==> src/rtl/clk_rst_pkg.sv <==
`default_nettype none
// ---------------------------------------------------------------------------
// clk_rst_pkg : reset sequencer state encoding and default release delays
// Revision    : 1.0
// ---------------------------------------------------------------------------
package clk_rst_pkg;

  typedef enum logic [2:0] {
    ST_WAIT_LOCK  = 3'd0,
    ST_MEM_WAIT   = 3'd1,
    ST_GAME_WAIT  = 3'd2,
    ST_PIXEL_WAIT = 3'd3,
    ST_RUN        = 3'd4,
    ST_SOFT_HOLD  = 3'd5
  } seq_state_e;

  localparam int DEF_MEM_DELAY   = 8;
  localparam int DEF_GAME_DELAY  = 4;
  localparam int DEF_PIXEL_DELAY = 4;
  localparam int DEF_SOFT_LEN    = 16;
  localparam int DEF_CNT_W       = 8;
  localparam int DEF_LOSS_W      = 8;

  // States in which a lock drop is treated as a loss event.
  function automatic logic state_is_active(input seq_state_e s);
    return (s == ST_MEM_WAIT) || (s == ST_GAME_WAIT) || (s == ST_PIXEL_WAIT) ||
           (s == ST_RUN) || (s == ST_SOFT_HOLD);
  endfunction

endpackage : clk_rst_pkg
`default_nettype wire

==> src/rtl/rst_delay_counter.sv <==
`default_nettype none
// ---------------------------------------------------------------------------
// rst_delay_counter : clearable up-counter with terminal-count flag
// Revision          : 1.0
// ---------------------------------------------------------------------------
module rst_delay_counter #(
  parameter int CNT_W = 8
) (
  input  logic             clk,
  input  logic             rst,
  input  logic             clr,
  input  logic             en,
  input  logic [CNT_W-1:0] term,
  output logic             tc
);

  logic [CNT_W-1:0] cnt_q;
  logic [CNT_W-1:0] cnt_d;

  always_comb begin
    cnt_d = cnt_q;
    if (clr) begin
      cnt_d = '0;
    end else if (en) begin
      cnt_d = cnt_q + 1'b1;
    end
  end

  always_ff @(posedge clk or posedge rst) begin
    if (rst) begin
      cnt_q <= '0;
    end else begin
      cnt_q <= cnt_d;
    end
  end

  assign tc = (cnt_q == term);

endmodule : rst_delay_counter
`default_nettype wire

==> src/rtl/reset_sequencer.sv <==
`default_nettype none
// ---------------------------------------------------------------------------
// reset_sequencer : ordered mem -> game -> pixel reset release from PLL locks
// Revision        : 1.0
// ---------------------------------------------------------------------------
module reset_sequencer
  import clk_rst_pkg::*;
#(
  parameter int MEM_DELAY   = DEF_MEM_DELAY,
  parameter int GAME_DELAY  = DEF_GAME_DELAY,
  parameter int PIXEL_DELAY = DEF_PIXEL_DELAY,
  parameter int SOFT_LEN    = DEF_SOFT_LEN,
  parameter int CNT_W       = DEF_CNT_W,
  parameter int LOSS_W      = DEF_LOSS_W
) (
  input  logic              clk_50mhz,
  input  logic              reset,
  input  logic              pixel_locked,
  input  logic              game_locked,
  input  logic              mem_locked,
  input  logic              soft_rst_req,
  output logic              mem_rst,
  output logic              game_rst,
  output logic              pixel_rst,
  output logic              sys_ready,
  output logic [2:0]        seq_state,
  output logic [LOSS_W-1:0] loss_count
);

  localparam logic [CNT_W-1:0] MEM_TERM   = CNT_W'(MEM_DELAY - 1);
  localparam logic [CNT_W-1:0] GAME_TERM  = CNT_W'(GAME_DELAY - 1);
  localparam logic [CNT_W-1:0] PIXEL_TERM = CNT_W'(PIXEL_DELAY - 1);
  localparam logic [CNT_W-1:0] SOFT_TERM  = CNT_W'(SOFT_LEN - 1);

  seq_state_e        state_q, state_d;
  logic              mem_rst_q, mem_rst_d;
  logic              game_rst_q, game_rst_d;
  logic              pixel_rst_q, pixel_rst_d;
  logic              sys_ready_q, sys_ready_d;
  logic [LOSS_W-1:0] loss_count_q, loss_count_d;

  logic              all_locked;
  logic              cnt_clr;
  logic              cnt_en;
  logic [CNT_W-1:0]  cnt_term;
  logic              cnt_tc;

  assign all_locked = pixel_locked & game_locked & mem_locked;

  rst_delay_counter #(
    .CNT_W (CNT_W)
  ) u_delay_cnt (
    .clk  (clk_50mhz),
    .rst  (reset),
    .clr  (cnt_clr),
    .en   (cnt_en),
    .term (cnt_term),
    .tc   (cnt_tc)
  );

  always_comb begin
    state_d      = state_q;
    mem_rst_d    = mem_rst_q;
    game_rst_d   = game_rst_q;
    pixel_rst_d  = pixel_rst_q;
    sys_ready_d  = sys_ready_q;
    loss_count_d = loss_count_q;
    cnt_clr      = 1'b0;
    cnt_en       = 1'b0;
    cnt_term     = '0;

    case (state_q)
      ST_WAIT_LOCK: begin
        mem_rst_d   = 1'b1;
        game_rst_d  = 1'b1;
        pixel_rst_d = 1'b1;
        sys_ready_d = 1'b0;
        cnt_clr     = 1'b1;
        if (all_locked) state_d = ST_MEM_WAIT;
      end
      ST_MEM_WAIT: begin
        cnt_term = MEM_TERM;
        if (cnt_tc) begin
          mem_rst_d = 1'b0;
          cnt_clr   = 1'b1;
          state_d   = ST_GAME_WAIT;
        end else begin
          cnt_en = 1'b1;
        end
      end
      ST_GAME_WAIT: begin
        cnt_term = GAME_TERM;
        if (cnt_tc) begin
          game_rst_d = 1'b0;
          cnt_clr    = 1'b1;
          state_d    = ST_PIXEL_WAIT;
        end else begin
          cnt_en = 1'b1;
        end
      end
      ST_PIXEL_WAIT: begin
        cnt_term = PIXEL_TERM;
        if (cnt_tc) begin
          pixel_rst_d = 1'b0;
          sys_ready_d = 1'b1;
          cnt_clr     = 1'b1;
          state_d     = ST_RUN;
        end else begin
          cnt_en = 1'b1;
        end
      end
      ST_RUN: begin
        cnt_clr = 1'b1;
        if (soft_rst_req) begin
          game_rst_d  = 1'b1;
          pixel_rst_d = 1'b1;
          sys_ready_d = 1'b0;
          state_d     = ST_SOFT_HOLD;
        end
      end
      ST_SOFT_HOLD: begin
        cnt_term = SOFT_TERM;
        if (cnt_tc) begin
          cnt_clr = 1'b1;
          state_d = ST_GAME_WAIT;
        end else begin
          cnt_en = 1'b1;
        end
      end
      default: begin
        mem_rst_d   = 1'b1;
        game_rst_d  = 1'b1;
        pixel_rst_d = 1'b1;
        sys_ready_d = 1'b0;
        cnt_clr     = 1'b1;
        state_d     = ST_WAIT_LOCK;
      end
    endcase

    // Lock loss overrides both delay expiry and a pending soft restart.
    if (state_is_active(state_q) && !all_locked) begin
      mem_rst_d   = 1'b1;
      game_rst_d  = 1'b1;
      pixel_rst_d = 1'b1;
      sys_ready_d = 1'b0;
      cnt_clr     = 1'b1;
      cnt_en      = 1'b0;
      state_d     = ST_WAIT_LOCK;
      if (loss_count_q != {LOSS_W{1'b1}}) loss_count_d = loss_count_q + 1'b1;
    end
  end

  always_ff @(posedge clk_50mhz or posedge reset) begin
    if (reset) begin
      state_q      <= ST_WAIT_LOCK;
      mem_rst_q    <= 1'b1;
      game_rst_q   <= 1'b1;
      pixel_rst_q  <= 1'b1;
      sys_ready_q  <= 1'b0;
      loss_count_q <= '0;
    end else begin
      state_q      <= state_d;
      mem_rst_q    <= mem_rst_d;
      game_rst_q   <= game_rst_d;
      pixel_rst_q  <= pixel_rst_d;
      sys_ready_q  <= sys_ready_d;
      loss_count_q <= loss_count_d;
    end
  end

  assign mem_rst    = mem_rst_q;
  assign game_rst   = game_rst_q;
  assign pixel_rst  = pixel_rst_q;
  assign sys_ready  = sys_ready_q;
  assign seq_state  = state_q;
  assign loss_count = loss_count_q;

endmodule : reset_sequencer
`default_nettype wire
==> config.mk <==
export PLATFORM = sky130hd
export DESIGN_NAME = reset_sequencer
export DESIGN_NICKNAME = d
export VERILOG_FILES = /design/src/rtl/clk_rst_pkg.sv /design/src/rtl/rst_delay_counter.sv /design/src/rtl/reset_sequencer.sv
export SDC_FILE = /design/constraint.sdc
export NUM_CORES = 1
export LEC_CHECK = 0
export ABC_AREA = 1
export BUFFER_PORTS_ARGS = -buffer_cell sky130_fd_sc_hd__buf_4
export CAP_MARGIN = 10
export CORE_MARGIN = 5
export CORE_UTILIZATION = 52
export CTS_BUF_LIST = sky130_fd_sc_hd__clkbuf_2
export CTS_CLUSTER_SIZE = 10
export DETAILED_ROUTE_END_ITERATION = 10
export GPL_TIMING_DRIVEN = 1
export PLACE_DENSITY = 0.77
export SYNTH_ARGS = -nofsm -noshare
export SYNTH_HDL_FRONTEND = slang
export SYNTH_SLANG_ARGS = --single-unit
==> constraint.sdc <==
create_clock -name clk_50mhz -period 1.45 [get_ports clk_50mhz]
set_clock_uncertainty 0.15 [all_clocks]
set_input_delay 0.145 -clock clk_50mhz [delete_from_list [all_inputs] [get_ports clk_50mhz]]
set_output_delay 0.145 -clock clk_50mhz [all_outputs]
set_load 0.005 [all_outputs]
Yosys cells after proc, flatten, opt, wreduce, memory -nomap -nowiden
Cells that the tools add are included.

Equal/unequal tests: 16. Shift-type cells: 0. Div/mod/pow operators: 0. Bitwise gates (word level): 2. Multipliers: 0. $add $sub $neg: 2. Mux-type cells: 28. Order comparisons: 0. Reductions and logical operators: 19.

Operators by type and width (number): two-way mux 3 bit (6); adder 8 x 1 -> 8 bit (second input constant) (2); two-way mux 8 bit (2); case mux 3 bit (5 select lines) (1); two-way mux 1 bit (14); inequality test 3 x 2 -> 1 bit (second input constant) (4); case mux 4 bit (3 select lines) (1); case mux 1 bit (3 select lines) (3); equality test 8 x 4 -> 1 bit (1); inequality test 8 bit (second input constant) (1); OR reduction 4 bit (2); equality test 3 x 2 -> 1 bit (second input constant) (2); equality test 3 bit (second input constant) (2); inequality test 2 x 1 -> 1 bit (second input constant) (3); AND reduction 3 bit (2); OR reduction 3 bit (2); AND reduction 5 bit (1); logical OR 1 bit (4); AND reduction 2 bit (2); OR reduction 2 bit (2); equality test 3 x 1 -> 1 bit (second input constant) (1); zero test 3 bit (1); inequality test 3 x 1 -> 1 bit (second input constant) (1); inequality test 3 bit (second input constant) (1); other kinds (5) (6).

Memories: 0. Word-level logic and storage cells: 74. Bits in writable memories: 0. Bits of input ports: 6. Latch bits: 0. Output and inout port bits: 15. Bits in registers: 23. ROM bits: 0.

Depth between registers and ports, before layout
Gate-level depths: netlist of the first run.

Depth in word-level cells: 9. Gate-level depth with buffers: 10.

By module
A second synthesis of the first run with hierarchy kept.

Cell total of the unflattened synthesis: 209. Area, all modules: 1516.5 µm².

Modules (own cells, without submodules): reset_sequencer (times used 1, cells an instance 131, area each 955.9 µm², sequential area each 379.1 µm²); rst_delay_counter (times used 1, cells an instance 78, area each 560.5 µm², sequential area each 200.2 µm²).

Least setup slack after synthesis of the first run
Ideal clock, no wire load.

Kind: register to register. From: reg loss_count_q[1] (netlist: loss_count[1]). To: reg loss_count_q[1] (netlist: loss_count[1]). Stages on the path, launching flop included: 7. Arrival: 1312 ps. Path slack: -137 ps. Required time: 1175 ps. Cells stage by stage: dfrtp_1 > ha_1 > nand3_1 > nor2_1 > nand3_1 > nand2_4 > mux2_4.

Cells in the longest elaborated chain, start to end: 2. Elaborated cells between the ends (all ways): 3. Those cells by class: 1 x add/sub; 1 x eq/ne; 1 x reduce/logical.

Ends and longest elaborated chain: start: declaration (line reset_sequencer.sv:40) `logic [LOSS_W-1:0] loss_count_q, loss_count_d;`; start signal: assignment (line reset_sequencer.sv:167) `loss_count_q <= loss_count_d;`; parallel branches: the longest is 2 deep, another holds adder 8 x 1 -> 8 bit.

Parallel ways; which one is timed is not known. A chain may end at the register's enable or synchronous reset.

Worst setup path in the final report of the first run
From: reg state_q[1] (netlist: seq_state[1]). To: reg mem_rst_q (netlist: mem_rst).

Cells in the longest elaborated chain, start to end: 8. Elaborated cells between the ends (all ways): 19. Those cells by class: 8 x eq/ne; 3 x mux; 8 x reduce/logical.

Ends and longest elaborated chain: start: declaration (line reset_sequencer.sv:35) `seq_state_e state_q, state_d;`; start signal: assignment (line reset_sequencer.sv:162) `state_q <= state_d;`; parallel branches: the longest is 8 deep, another holds equality test 8 x 4 -> 1 bit; end signal: assignment (line reset_sequencer.sv:163) `mem_rst_q <= mem_rst_d;`; end: declaration (line reset_sequencer.sv:36) `logic mem_rst_q, mem_rst_d;`.

Parallel ways; which one is timed is not known.

==> run_summary.xml, run 1 <==
<?xml version="1.0" encoding="UTF-8"?>
<metrics>
  <group name="detailed_routing">
    <metric name="route.detailed.vias_per_inst" unit="">5.61</metric>
    <metric name="drc" unit="">0</metric>
    <metric name="wl" unit="µm">4650</metric>
    <metric name="routedWlPerCell" unit="µm">17.8</metric>
    <metric name="drt_pre_antenna_iters" unit="">4</metric>
    <metric name="antenna_violating_nets_post_route" unit="">0</metric>
    <metric name="initialDrtViolationCount" unit="">113</metric>
    <metric name="vias" unit="">1463</metric>
  </group>
  <group name="power">
    <metric name="overall_power_after_layout" unit="mW">3.33</metric>
    <metric name="power_density_of_the_placed_cells" unit="nW/µm²">1480</metric>
    <metric name="cellLeakagePower" unit="nW">1.16</metric>
    <metric name="ir_drop" unit="µV">1530</metric>
  </group>
  <group name="synthesis">
    <metric name="gate_count_after_technology_mapping" unit="">154</metric>
    <metric name="synth_edf_count" unit="">0</metric>
    <metric name="ys_ff_latch" unit="">23</metric>
    <metric name="synth_cell_types" unit="">32</metric>
    <metric name="avgSynthCellArea" unit="µm²">8.82</metric>
    <metric name="syn-cell-area" unit="µm²">1360</metric>
    <metric name="asyncSetResetFlopFracSynth" unit="%">100</metric>
    <metric name="synth_nets" unit="">162</metric>
    <metric name="synth-seq-area-share" unit="%">42.6</metric>
    <metric name="synth_top_cells_by_area" unit="">dfrtp_1 37%, nand2_1 8.3%, dfstp_2 5.8%, xor2_1 5.2%, inv_1 5.0%</metric>
    <metric name="netlist.top_cell.by_area" unit="">dfrtp_1</metric>
    <metric name="yosys_most_used_dff" unit="">dfrtp_1</metric>
    <metric name="synth_top_area_share" unit="%">36.8</metric>
    <metric name="ys_warn_count" unit="">0</metric>
  </group>
  <group name="critical_path">
    <metric name="crit_buf_inv" unit="">3</metric>
    <metric name="critical_path.endpoint_type" unit="">flip-flop</metric>
    <metric name="critical_path_arrival" unit="ps">1950</metric>
    <metric name="cp.depth" unit="">9</metric>
    <metric name="critPathKind" unit="">reg -&gt; reg</metric>
    <metric name="required" unit="ps">1610</metric>
    <metric name="reg2reg_depth" unit="">9</metric>
    <metric name="worstPathCellList" unit="">inv_2 -&gt; buf_12 -&gt; nand3_4 -&gt; nand2_2 -&gt; nor2_4 -&gt; nand3_4 -&gt; buf_4 -&gt; o31ai_2 -&gt; nand2_1</metric>
    <metric name="critical-path-max-stage-delay" unit="ps">450</metric>
    <metric name="startpoint_type" unit="">flip-flop</metric>
    <metric name="worst_path_max_delay_cell" unit="">dfrtp_1</metric>
    <metric name="timing.critical_path.fanout_max" unit="">7</metric>
    <metric name="critical-path-top-cell-by-count" unit="">nand3_4</metric>
    <metric name="critical-path-top-delay-family" unit="">simple AND/OR/NAND/NOR gates</metric>
  </group>
  <group name="placement">
    <metric name="detailed_place_hpwl" unit="µm">2690</metric>
    <metric name="placed_cells_incl_taps" unit="">239</metric>
    <metric name="pre_cts_ws" unit="ps">-211</metric>
    <metric name="port-buffer-count" unit="">20</metric>
    <metric name="gpl.final_weighted_congestion" unit="">0.863</metric>
  </group>
  <group name="clocking">
    <metric name="tritoncts_num_sinks" unit="">23</metric>
    <metric name="tritoncts" unit="">done</metric>
    <metric name="clk_root_buffer_cell" unit="">clkbuf_2</metric>
    <metric name="cts-buffers-inserted" unit="">3</metric>
    <metric name="cts_max_level" unit="">1</metric>
    <metric name="cts_max_path_buffers" unit="">2</metric>
    <metric name="clk_latency" unit="ps">370</metric>
    <metric name="worst_path_clk_slew" unit="ps">240</metric>
  </group>
  <group name="cells_and_area">
    <metric name="leading_cell_type_in_the_layout_fill_and_taps_excluded" unit="">buf_4</metric>
    <metric name="drive_above_1_share" unit="%">56.7</metric>
    <metric name="finalNetCount" unit="">240</metric>
    <metric name="diodes" unit="">0</metric>
    <metric name="area_growth_syn_to_layout" unit="%">65.2</metric>
    <metric name="finalNonFillerCells" unit="">261</metric>
    <metric name="layout.cells.most_common_list" unit="">58 x buf_4, 24 x nand2_1, 18 x dfrtp_1</metric>
  </group>
  <group name="timing">
    <metric name="fin_worst_hold_slack" unit="ps">107</metric>
    <metric name="finalCriticalPeriod" unit="ps">1790</metric>
    <metric name="final-hold-violation-count" unit="">0</metric>
    <metric name="grt_setup_unrepaired" unit="">true</metric>
    <metric name="max_slew_margin" unit="%">71.4</metric>
    <metric name="final-setup-viol-count" unit="">27</metric>
    <metric name="post-route-worst-setup-slack" unit="ps">-336</metric>
    <metric name="min_period_over_period" unit="%">123</metric>
    <metric name="finalMaxSlewViolations" unit="">0</metric>
    <metric name="worst-slew-pin-transition" unit="ps">425</metric>
    <metric name="fmaxAchievable" unit="GHz">0.560</metric>
  </group>
  <group name="grt">
    <metric name="grt_usage" unit="%">23.4</metric>
    <metric name="antenna_violations_before_repair" unit="">0</metric>
    <metric name="grt_pass1_vias" unit="">1492</metric>
    <metric name="global_route_wire_length_before_repair" unit="µm">6490</metric>
    <metric name="global_route.overflow_total" unit="">0</metric>
    <metric name="grt_start_max_net_pins" unit="">24</metric>
  </group>
  <group name="run_status">
    <metric name="outcome" unit="">finished with violations</metric>
    <metric name="violations" unit="">setup timing</metric>
  </group>
  <group name="floorplan">
    <metric name="fp.dieArea" unit="µm²">3740</metric>
    <metric name="fp.dieH" unit="µm">61.1</metric>
    <metric name="floorplan.initialDensity" unit="%">54.4</metric>
    <metric name="core-area" unit="µm²">2500</metric>
    <metric name="die_w" unit="µm">61.1</metric>
    <metric name="pin_count" unit="">21</metric>
    <metric name="std_cell_rows" unit="">18</metric>
  </group>
  <group name="run">
    <metric name="cap_viol_max_count" unit="">0</metric>
  </group>
  <group name="min_path">
    <metric name="holdPathStages" unit="">4</metric>
    <metric name="hp-class" unit="">in -&gt; reg</metric>
  </group>
</metrics>
routing by layer:
| metal | track usage [%] | share of wire, % | up-vias |
|---|---|---|---|
| li1 | - | - | 659 |
| met1 | 27.3 | 38 | 718 |
| met2 | 42.4 | 53 | 66 |
| met3 | 3.35 | 5.4 | 20 |
| met4 | 10.2 | 3.3 | 0 |
| met5 | 0 | 0 | - |
cells in the mapped netlist, types with 3 or more instances:
master / number
nand2_2: 5
nand3_4: 3
inv_1: 18
dfstp_2: 3
inv_2: 4
nor3_1: 4
nand2_1: 30
nor2_1: 14
nand3_1: 11
nand3_2: 3
xor2_1: 8
dfrtp_1: 20
nand4_1: 4
path summary, 6_finish.rpt:
path,startpoint,to,slack (ps)
setup / recovery,seq_state[1],mem_rst,-340
hold / removal,soft_rst_req,game_rst,110
setup reg to reg,seq_state[1],mem_rst,-340
hold reg to reg,mem_rst,mem_rst,350
max in group asynchronous,reset,mem_rst,640
min in group asynchronous,reset,loss_count[1],190
registers in the layout, indices dropped and copies added, names as in the netlist:
register and count:
loss_count 8, sys_ready 1, seq_state 3, game_rst 1
pixel_rst 1, u_delay_cnt.cnt_q 8, mem_rst 1
kinds of logic (layout without fill, tap and decap cells):
family	after synthesis	in the layout	synth area share, %
compound gates	11	11	5.89
xor+xnor	9	9	5.80
fa+ha+maj	2	2	1.84
buf+inv	22	99	6.08
flops	23	23	42.6
mux	2	2	2.21
simple gates	85	85	35.5
metrics by stage:
step | TNS (ps) | util (%) | instance area [µm²]
2_1_floorplan | -740 | - | 1380
3_3_place_gp | -1330 | 73.6 | 1840
3_5_place_dp | -2690 | 73.6 | 1840
4_1_cts | -3230 | 82.9 | 2070
5_1_grt | -7980 | 89.8 | 2240
6_report | -5790 | 89.8 | 2240
worst register-to-register path: stages, from the launching register on:
cell     delay (ps)
dfrtp_1         450
inv_2           100
buf_12          150
nand3_4          50
nand2_2          70
nor2_4          140
nand3_4         150
buf_4           180
o31ai_2         210
nand2_1          90
cell type report:
class,count,area (µm²)
Fill cell,115,255
Sequential cell,23,582
Tap cell,30,37.5
Clock inverter,1,5.00
Inverter,22,87.6
Multi-Input combinational cell,109,897
Timing Repair Buffer,73,621
Clock buffer,3,15.0
repair_timing:
item	4_1_cts	5_1_grt
setup endpoints to repair	23	27
hold endpoints to repair	23	0
buffers inserted	9	11
hold buffers	1	0
pin swaps	10	18
gates resized for setup	28	25
power breakdown:
group	internal [mW]	switching [mW]	total (mW)
combinational	1.09	1.05	2.14
sequential	0.764	0.140	0.904
clock	0.0624	0.216	0.279
total	1.92	1.41	3.33
(Power assumes the default switching activity.)
==> run 2: changes to the inputs <==
--- a/config.mk
+++ b/config.mk
@@ -8,13 +8,16 @@
 export ABC_AREA = 1
 export BUFFER_PORTS_ARGS = -buffer_cell sky130_fd_sc_hd__buf_4
 export CAP_MARGIN = 10
+export CELL_PAD_IN_SITES_DETAIL_PLACEMENT = 0
+export CELL_PAD_IN_SITES_GLOBAL_PLACEMENT = 1
+export CORE_ASPECT_RATIO = 0.6
 export CORE_MARGIN = 5
-export CORE_UTILIZATION = 52
+export CORE_UTILIZATION = 40
 export CTS_BUF_LIST = sky130_fd_sc_hd__clkbuf_2
 export CTS_CLUSTER_SIZE = 10
 export DETAILED_ROUTE_END_ITERATION = 10
 export GPL_TIMING_DRIVEN = 1
-export PLACE_DENSITY = 0.77
+export PLACE_DENSITY = 0.78
 export SYNTH_ARGS = -nofsm -noshare
 export SYNTH_HDL_FRONTEND = slang
 export SYNTH_SLANG_ARGS = --single-unit
==> run 2 against run 1 <==
The run still ends with setup timing left. Critical path type unchanged. Total power fell by 9.3%. Core utilization down 22 points. Wire length is 20% lower. Die area rose by 26%. Sequential cell count unchanged. Clock power hardly changed. Sequential power down 4.1%. Via count is 10% lower. Cell count grew 7.3%. Non-clock buffer count up 4.
==> run_summary.xml, run 2 (synthesis gave the netlist of run 1 again) <==
<?xml version="1.0" encoding="UTF-8"?>
<metrics>
  <group name="min_path">
    <metric name="min_delay_src" unit="">soft_rst_req</metric>
    <metric name="whs_endpoint" unit="">game_rst</metric>
    <metric name="holdPathStages" unit="">4</metric>
    <metric name="hp-class" unit="">in -&gt; reg</metric>
  </group>
  <group name="critical_path">
    <metric name="critical-path-max-stage-delay" unit="ps">470</metric>
    <metric name="crit_buf_inv" unit="">3</metric>
    <metric name="timing.critical_path.fanout_max" unit="">7</metric>
    <metric name="reg2reg_depth" unit="">9</metric>
    <metric name="critical_path_arrival" unit="ps">1910</metric>
    <metric name="worstPathCellList" unit="">inv_2 -&gt; buf_4 -&gt; nand3_1 -&gt; nand2_1 -&gt; nand2_2 -&gt; nand3_4 -&gt; nand4_4 -&gt; or2_1 -&gt; inv_1</metric>
    <metric name="required" unit="ps">1600</metric>
    <metric name="worst_path_max_delay_cell" unit="">dfrtp_1</metric>
    <metric name="worst-r2r-setup-slack" unit="ps">-310</metric>
    <metric name="startpoint_type" unit="">flip-flop</metric>
    <metric name="critical-path-top-delay-family" unit="">simple AND/OR/NAND/NOR gates</metric>
    <metric name="critPathKind" unit="">reg -&gt; reg</metric>
    <metric name="critical_path.endpoint_type" unit="">flip-flop</metric>
    <metric name="regToRegEndpoint" unit="">u_delay_cnt.cnt_q[0]</metric>
    <metric name="worst_r2r_startpoint" unit="">seq_state[1]</metric>
  </group>
  <group name="timing">
    <metric name="fmaxAchievable" unit="GHz">0.568</metric>
    <metric name="worst-slew-pin-transition" unit="ps">378</metric>
    <metric name="finalCriticalPeriod" unit="ps">1760</metric>
    <metric name="min_period_over_period" unit="%">121</metric>
    <metric name="final-setup-viol-count" unit="">25</metric>
    <metric name="post-route-worst-setup-slack" unit="ps">-309</metric>
    <metric name="final-hold-violation-count" unit="">0</metric>
    <metric name="grt_setup_unrepaired" unit="">true</metric>
    <metric name="setup_total_negative_slack" unit="ps">-5460</metric>
    <metric name="finalMaxSlewViolations" unit="">0</metric>
    <metric name="max_slew_margin" unit="%">74.6</metric>
  </group>
  <group name="grt">
    <metric name="grt_pass1_vias" unit="">1349</metric>
    <metric name="global_route.overflow_total" unit="">0</metric>
    <metric name="antenna_violations_before_repair" unit="">0</metric>
    <metric name="grt_start_max_net_pins" unit="">24</metric>
    <metric name="grt_usage" unit="%">18.2</metric>
    <metric name="global_route_wire_length_before_repair" unit="µm">6490</metric>
  </group>
  <group name="clocking">
    <metric name="clk_root_buffer_cell" unit="">clkbuf_2</metric>
    <metric name="cts_max_path_buffers" unit="">2</metric>
    <metric name="tritoncts" unit="">done</metric>
    <metric name="clk_latency" unit="ps">360</metric>
    <metric name="tritoncts_num_sinks" unit="">23</metric>
    <metric name="worst_path_clk_slew" unit="ps">230</metric>
    <metric name="cts_max_level" unit="">1</metric>
    <metric name="cts-buffers-inserted" unit="">3</metric>
  </group>
  <group name="run">
    <metric name="cap_viol_max_count" unit="">0</metric>
  </group>
  <group name="detailed_routing">
    <metric name="wl" unit="µm">3730</metric>
    <metric name="route.detailed.vias_per_inst" unit="">4.69</metric>
    <metric name="vias" unit="">1312</metric>
    <metric name="drt_pre_antenna_iters" unit="">4</metric>
    <metric name="antenna_violating_nets_post_route" unit="">0</metric>
    <metric name="drc" unit="">0</metric>
    <metric name="initialDrtViolationCount" unit="">72</metric>
    <metric name="routedWlPerCell" unit="µm">13.3</metric>
  </group>
  <group name="floorplan">
    <metric name="fp.dieH" unit="µm">55.1</metric>
    <metric name="fp.dieArea" unit="µm²">4700</metric>
    <metric name="die_w" unit="µm">85.2</metric>
    <metric name="std_cell_rows" unit="">16</metric>
    <metric name="pin_count" unit="">21</metric>
    <metric name="core-area" unit="µm²">3260</metric>
    <metric name="floorplan.initialDensity" unit="%">41.6</metric>
  </group>
  <group name="power">
    <metric name="power_density_of_the_placed_cells" unit="nW/µm²">1360</metric>
    <metric name="overall_power_after_layout" unit="mW">3.01</metric>
    <metric name="ir_drop" unit="µV">830</metric>
    <metric name="cellLeakagePower" unit="nW">1.17</metric>
  </group>
  <group name="cells_and_area">
    <metric name="layout.cells.most_common_list" unit="">64 x buf_4, 27 x nand2_1, 18 x dfrtp_1</metric>
    <metric name="finalNetCount" unit="">244</metric>
    <metric name="finalNonFillerCells" unit="">280</metric>
    <metric name="area_growth_syn_to_layout" unit="%">62.9</metric>
    <metric name="leading_cell_type_in_the_layout_fill_and_taps_excluded" unit="">buf_4</metric>
    <metric name="nFillCells" unit="">248</metric>
    <metric name="diodes" unit="">0</metric>
    <metric name="drive_above_1_share" unit="%">55.3</metric>
  </group>
  <group name="placement">
    <metric name="gpl.final_weighted_congestion" unit="">0.823</metric>
    <metric name="detailed_place_hpwl" unit="µm">2670</metric>
    <metric name="port-buffer-count" unit="">20</metric>
    <metric name="placed_cells_incl_taps" unit="">259</metric>
  </group>
  <group name="run_status">
    <metric name="violations" unit="">setup timing</metric>
    <metric name="outcome" unit="">finished with violations</metric>
  </group>
</metrics>
==> run 2: cell count changes in the layout (fill, tap and decap cells not counted), moves of 3 or more <==
cell	before	now
nand2_1	24	27
nor2_4	4	1
nor2_2	0	5
nand3_1	3	6
buf_4	58	64
==> run 2: what timing repair did <==
item	CTS	global route
gates resized for setup	26	13
pin swaps	11	5
endpoints found under the hold margin	23	0
endpoints found under the setup margin	24	28
setup buffers	9	9
hold buffers	1	0
==> run 2: cell type report <==
cell class / count / area [µm²] / share of cell area [%]
multi-input cells: 109 / 836 / 37.8
repair buffers: 77 / 634 / 28.7
clock buffers: 4 / 20.0 / 0.904
well taps: 45 / 56.3 / 2.54
inverters: 22 / 85.1 / 3.84
flip-flops and latches: 23 / 582 / 26.3
==> run 2: routing by layer <==
layer | global-route usage, % | up-vias | wire [µm]
li1 | - | 670 | -
met1 | 22.9 | 615 | 1820
met2 | 31.6 | 21 | 1720
met3 | 4.14 | 6 | 150
met4 | 6.84 | 0 | 39
met5 | 0 | - | 0
==> run 2: where the power goes <==
group	switching, mW	total, mW	internal [mW]	leakage [nW]
registers	0.103	0.867	0.764	0.295
logic	0.884	1.87	0.987	0.861
clock network	0.205	0.278	0.0729	0.0166
total	1.19	3.01	1.82	1.17
==> run 2: worst max path at each step <==
| stage | startpoint | endpoint | slack, ps | cells past startpoint |
|---|---|---|---|---|
| 2_1_floorplan | seq_state[1] | seq_state[0] | -120 | 10 |
| 3_3_place_gp | seq_state[2] | seq_state[0] | -200 | 7 |
| 3_5_place_dp | seq_state[1] | seq_state[2] | -210 | 10 |
| 4_1_cts | seq_state[1] | seq_state[2] | -210 | 10 |
| 5_1_grt | seq_state[1] | u_delay_cnt.cnt_q[0] | -410 | 9 |
| 6_report | seq_state[1] | u_delay_cnt.cnt_q[0] | -310 | 9 |
==> run 2: through the flow <==
step | utilization, % | hold WS (ps) | instance area [µm²] | setup WS [ps]
3_3_place_gp | 58.1 | 62.1 | 1900 | -197
2_1_floorplan | - | -5.30 | 1380 | -117
4_1_cts | 64.6 | 61.9 | 2110 | -214
5_1_grt | 67.8 | 83.1 | 2210 | -411
3_5_place_dp | 58.1 | 68.1 | 1900 | -211
6_report | 67.8 | 83.6 | 2210 | -309
==> run 2: worst min-delay path, cell delays in order <==
cell and delay [ps]:
buf_4 80, nand3b_4 130, o211ai_1 120, nand2_1 90
==> run 3: changes to the inputs <==
--- a/config.mk
+++ b/config.mk
@@ -18,6 +18,8 @@
 export DETAILED_ROUTE_END_ITERATION = 10
 export GPL_TIMING_DRIVEN = 1
 export PLACE_DENSITY = 0.78
+export RECOVER_POWER = 100
+export SKIP_CTS_REPAIR_TIMING = 1
 export SYNTH_ARGS = -nofsm -noshare
 export SYNTH_HDL_FRONTEND = slang
 export SYNTH_SLANG_ARGS = --single-unit
==> run 3 against run 2 <==
Register-to-register slack about the same. The flow still finishes with violations (setup timing). Setup slack improved by 12 ps. Non-clock buffer count unchanged. Critical path depth unchanged. Largest power group unchanged. Global-route usage decreased by 2.4 points. Highest routed layer unchanged.
==> run_summary.xml, run 3 (synthesis gave the netlist of run 1 again) <==
<?xml version="1.0" encoding="UTF-8"?>
<metrics>
  <group name="floorplan">
    <metric name="fp.dieH" unit="µm">55.1</metric>
    <metric name="floorplan.initialDensity" unit="%">41.6</metric>
    <metric name="core-area" unit="µm²">3260</metric>
    <metric name="std_cell_rows" unit="">16</metric>
    <metric name="fp.dieArea" unit="µm²">4700</metric>
    <metric name="die_w" unit="µm">85.2</metric>
    <metric name="pin_count" unit="">21</metric>
  </group>
  <group name="timing">
    <metric name="finalMaxSlewViolations" unit="">0</metric>
    <metric name="final-setup-viol-count" unit="">23</metric>
    <metric name="finalCriticalPeriod" unit="ps">1750</metric>
    <metric name="fin_worst_hold_slack" unit="ps">83.5</metric>
    <metric name="worst-slew-pin-transition" unit="ps">590</metric>
    <metric name="max_slew_margin" unit="%">60.6</metric>
    <metric name="post-route-worst-setup-slack" unit="ps">-297</metric>
    <metric name="grt_setup_unrepaired" unit="">true</metric>
    <metric name="min_period_over_period" unit="%">120</metric>
    <metric name="fmaxAchievable" unit="GHz">0.572</metric>
    <metric name="final-hold-violation-count" unit="">0</metric>
  </group>
  <group name="clocking">
    <metric name="cts_max_level" unit="">1</metric>
    <metric name="cts-buffers-inserted" unit="">3</metric>
    <metric name="tritoncts_num_sinks" unit="">23</metric>
    <metric name="clk_latency" unit="ps">360</metric>
    <metric name="cts_max_path_buffers" unit="">2</metric>
    <metric name="clk_root_buffer_cell" unit="">clkbuf_2</metric>
    <metric name="worst_path_clk_slew" unit="ps">230</metric>
    <metric name="tritoncts" unit="">done</metric>
  </group>
  <group name="power">
    <metric name="share_comb_of_total_power" unit="%">63.5</metric>
    <metric name="swShare" unit="%">41.2</metric>
    <metric name="ir_drop" unit="µV">816</metric>
    <metric name="cellLeakagePower" unit="nW">1.18</metric>
    <metric name="cell_internal_pwr" unit="mW">1.85</metric>
    <metric name="clockPowerShare" unit="%">8.8</metric>
    <metric name="switching_power" unit="mW">1.30</metric>
    <metric name="seq_power_share" unit="%">27.7</metric>
    <metric name="power_density_of_the_placed_cells" unit="nW/µm²">1400</metric>
  </group>
  <group name="grt">
    <metric name="global_route_wire_length_before_repair" unit="µm">5690</metric>
    <metric name="global_route.overflow_total" unit="">0</metric>
    <metric name="grt_usage" unit="%">15.8</metric>
    <metric name="antenna_violations_before_repair" unit="">0</metric>
    <metric name="grt_start_max_net_pins" unit="">24</metric>
    <metric name="grt_pass1_vias" unit="">1213</metric>
  </group>
  <group name="run">
    <metric name="cap_viol_max_count" unit="">0</metric>
  </group>
  <group name="detailed_routing">
    <metric name="vias" unit="">1379</metric>
    <metric name="routedWlPerCell" unit="µm">14.2</metric>
    <metric name="initialDrtViolationCount" unit="">84</metric>
    <metric name="antenna_violating_nets_post_route" unit="">0</metric>
    <metric name="drt_pre_antenna_iters" unit="">4</metric>
    <metric name="drc" unit="">0</metric>
    <metric name="route.detailed.vias_per_inst" unit="">4.93</metric>
    <metric name="wl" unit="µm">3970</metric>
  </group>
  <group name="run_status">
    <metric name="violations" unit="">setup timing</metric>
    <metric name="outcome" unit="">finished with violations</metric>
  </group>
  <group name="critical_path">
    <metric name="critPathKind" unit="">reg -&gt; reg</metric>
    <metric name="worst_path_max_delay_cell" unit="">dfrtp_1</metric>
    <metric name="timing.critical_path.fanout_max" unit="">7</metric>
    <metric name="critical-path-max-stage-delay" unit="ps">480</metric>
    <metric name="worst_r2r_startpoint" unit="">seq_state[1]</metric>
    <metric name="regToRegEndpoint" unit="">u_delay_cnt.cnt_q[0]</metric>
    <metric name="critical_path_arrival" unit="ps">1900</metric>
    <metric name="worst-r2r-setup-slack" unit="ps">-300</metric>
    <metric name="startpoint_type" unit="">flip-flop</metric>
    <metric name="worst_setup_startpoint" unit="">seq_state[1]</metric>
    <metric name="reg2reg_depth" unit="">9</metric>
    <metric name="required" unit="ps">1600</metric>
    <metric name="worstPathCellList" unit="">inv_2 -&gt; buf_4 -&gt; nand2_4 -&gt; nand3_2 -&gt; nand2_2 -&gt; nand3_4 -&gt; nand4_4 -&gt; or2_1 -&gt; inv_1</metric>
    <metric name="cp-endpoint" unit="">u_delay_cnt.cnt_q[0]</metric>
    <metric name="critical_path.endpoint_type" unit="">flip-flop</metric>
  </group>
  <group name="cells_and_area">
    <metric name="postLayoutCellArea" unit="µm²">2250</metric>
    <metric name="leading_cell_type_in_the_layout_fill_and_taps_excluded" unit="">buf_4</metric>
    <metric name="finalNonFillerCells" unit="">280</metric>
    <metric name="area_growth_syn_to_layout" unit="%">65.5</metric>
    <metric name="finalNetCount" unit="">244</metric>
    <metric name="diodes" unit="">0</metric>
    <metric name="drive_above_1_share" unit="%">57.0</metric>
    <metric name="layout.cells.most_common_list" unit="">64 x buf_4, 23 x nand2_1, 17 x inv_1, 17 x dfrtp_1, 10 x nor2_1</metric>
  </group>
  <group name="placement">
    <metric name="gpl.final_weighted_congestion" unit="">0.823</metric>
    <metric name="place_area" unit="µm²">1900</metric>
    <metric name="detailed_place_hpwl" unit="µm">2670</metric>
    <metric name="placed_cells_incl_taps" unit="">259</metric>
    <metric name="port-buffer-count" unit="">20</metric>
  </group>
  <group name="min_path">
    <metric name="hp-class" unit="">in -&gt; reg</metric>
  </group>
</metrics>
==> run 3: area by class of cell <==
type                    count  area (µm²)
flip-flops and latches     23         583
multi-input cells         109         885
well taps                  45        56.3
repair buffers             77         617
fillers                   236        1010
inverters                  22        87.6
clock buffers               4        20.0
==> run 3: layer usage <==
layer,share of wire [%],track usage (%),vias to the layer above
met1,44,21.7,645
met3,6.8,3.85,12
li1,-,-,676
met5,0,0,-
met2,46,25.1,46
met4,2.6,4.74,0
==> run 3: stage by stage <==
stage                     total power [mW]  setup WS (ps)  TNS [ps]  util (%)
final                                 3.15           -297     -4660      68.9
after global routing                  3.35           -370     -6470      68.9
after CTS                             2.54           -244     -3540      58.7
after detailed placement              2.26           -211     -2510      58.1
after global placement                2.23           -197     -2220      58.1
after floorplan                       1.61           -117      -740         -
==> run 3: critical path, delay by kind of cell, from the launching register on <==
kind,cells,cell delay [ps]
AND/OR/NAND/NOR,6,710
flip-flops,1,480
buffers and inverters,3,330
==> run 3: worst min-delay path by stage <==
stage	start	endpoint	slack [ps]	cells past startpoint
final	soft_rst_req	game_rst	80	4
after global routing	soft_rst_req	game_rst	80	4
after CTS	reset	loss_count[2]	-350	3
after detailed placement	reset	loss_count[2]	70	3
after global placement	reset	loss_count[2]	60	3
after floorplan	reset	loss_count[0]	-5	1
==> run 3: power by group through the flow <==
| stage | Clock, mW | Combinational (mW) | Sequential [mW] |
|---|---|---|---|
| floorplan | 0 | 0.705 | 0.903 |
| global placement | 0 | 1.38 | 0.857 |
| detailed placement | 0 | 1.39 | 0.866 |
| CTS | 0.288 | 1.40 | 0.854 |
| global route | 0.315 | 2.15 | 0.889 |
| finish | 0.276 | 2.00 | 0.874 |
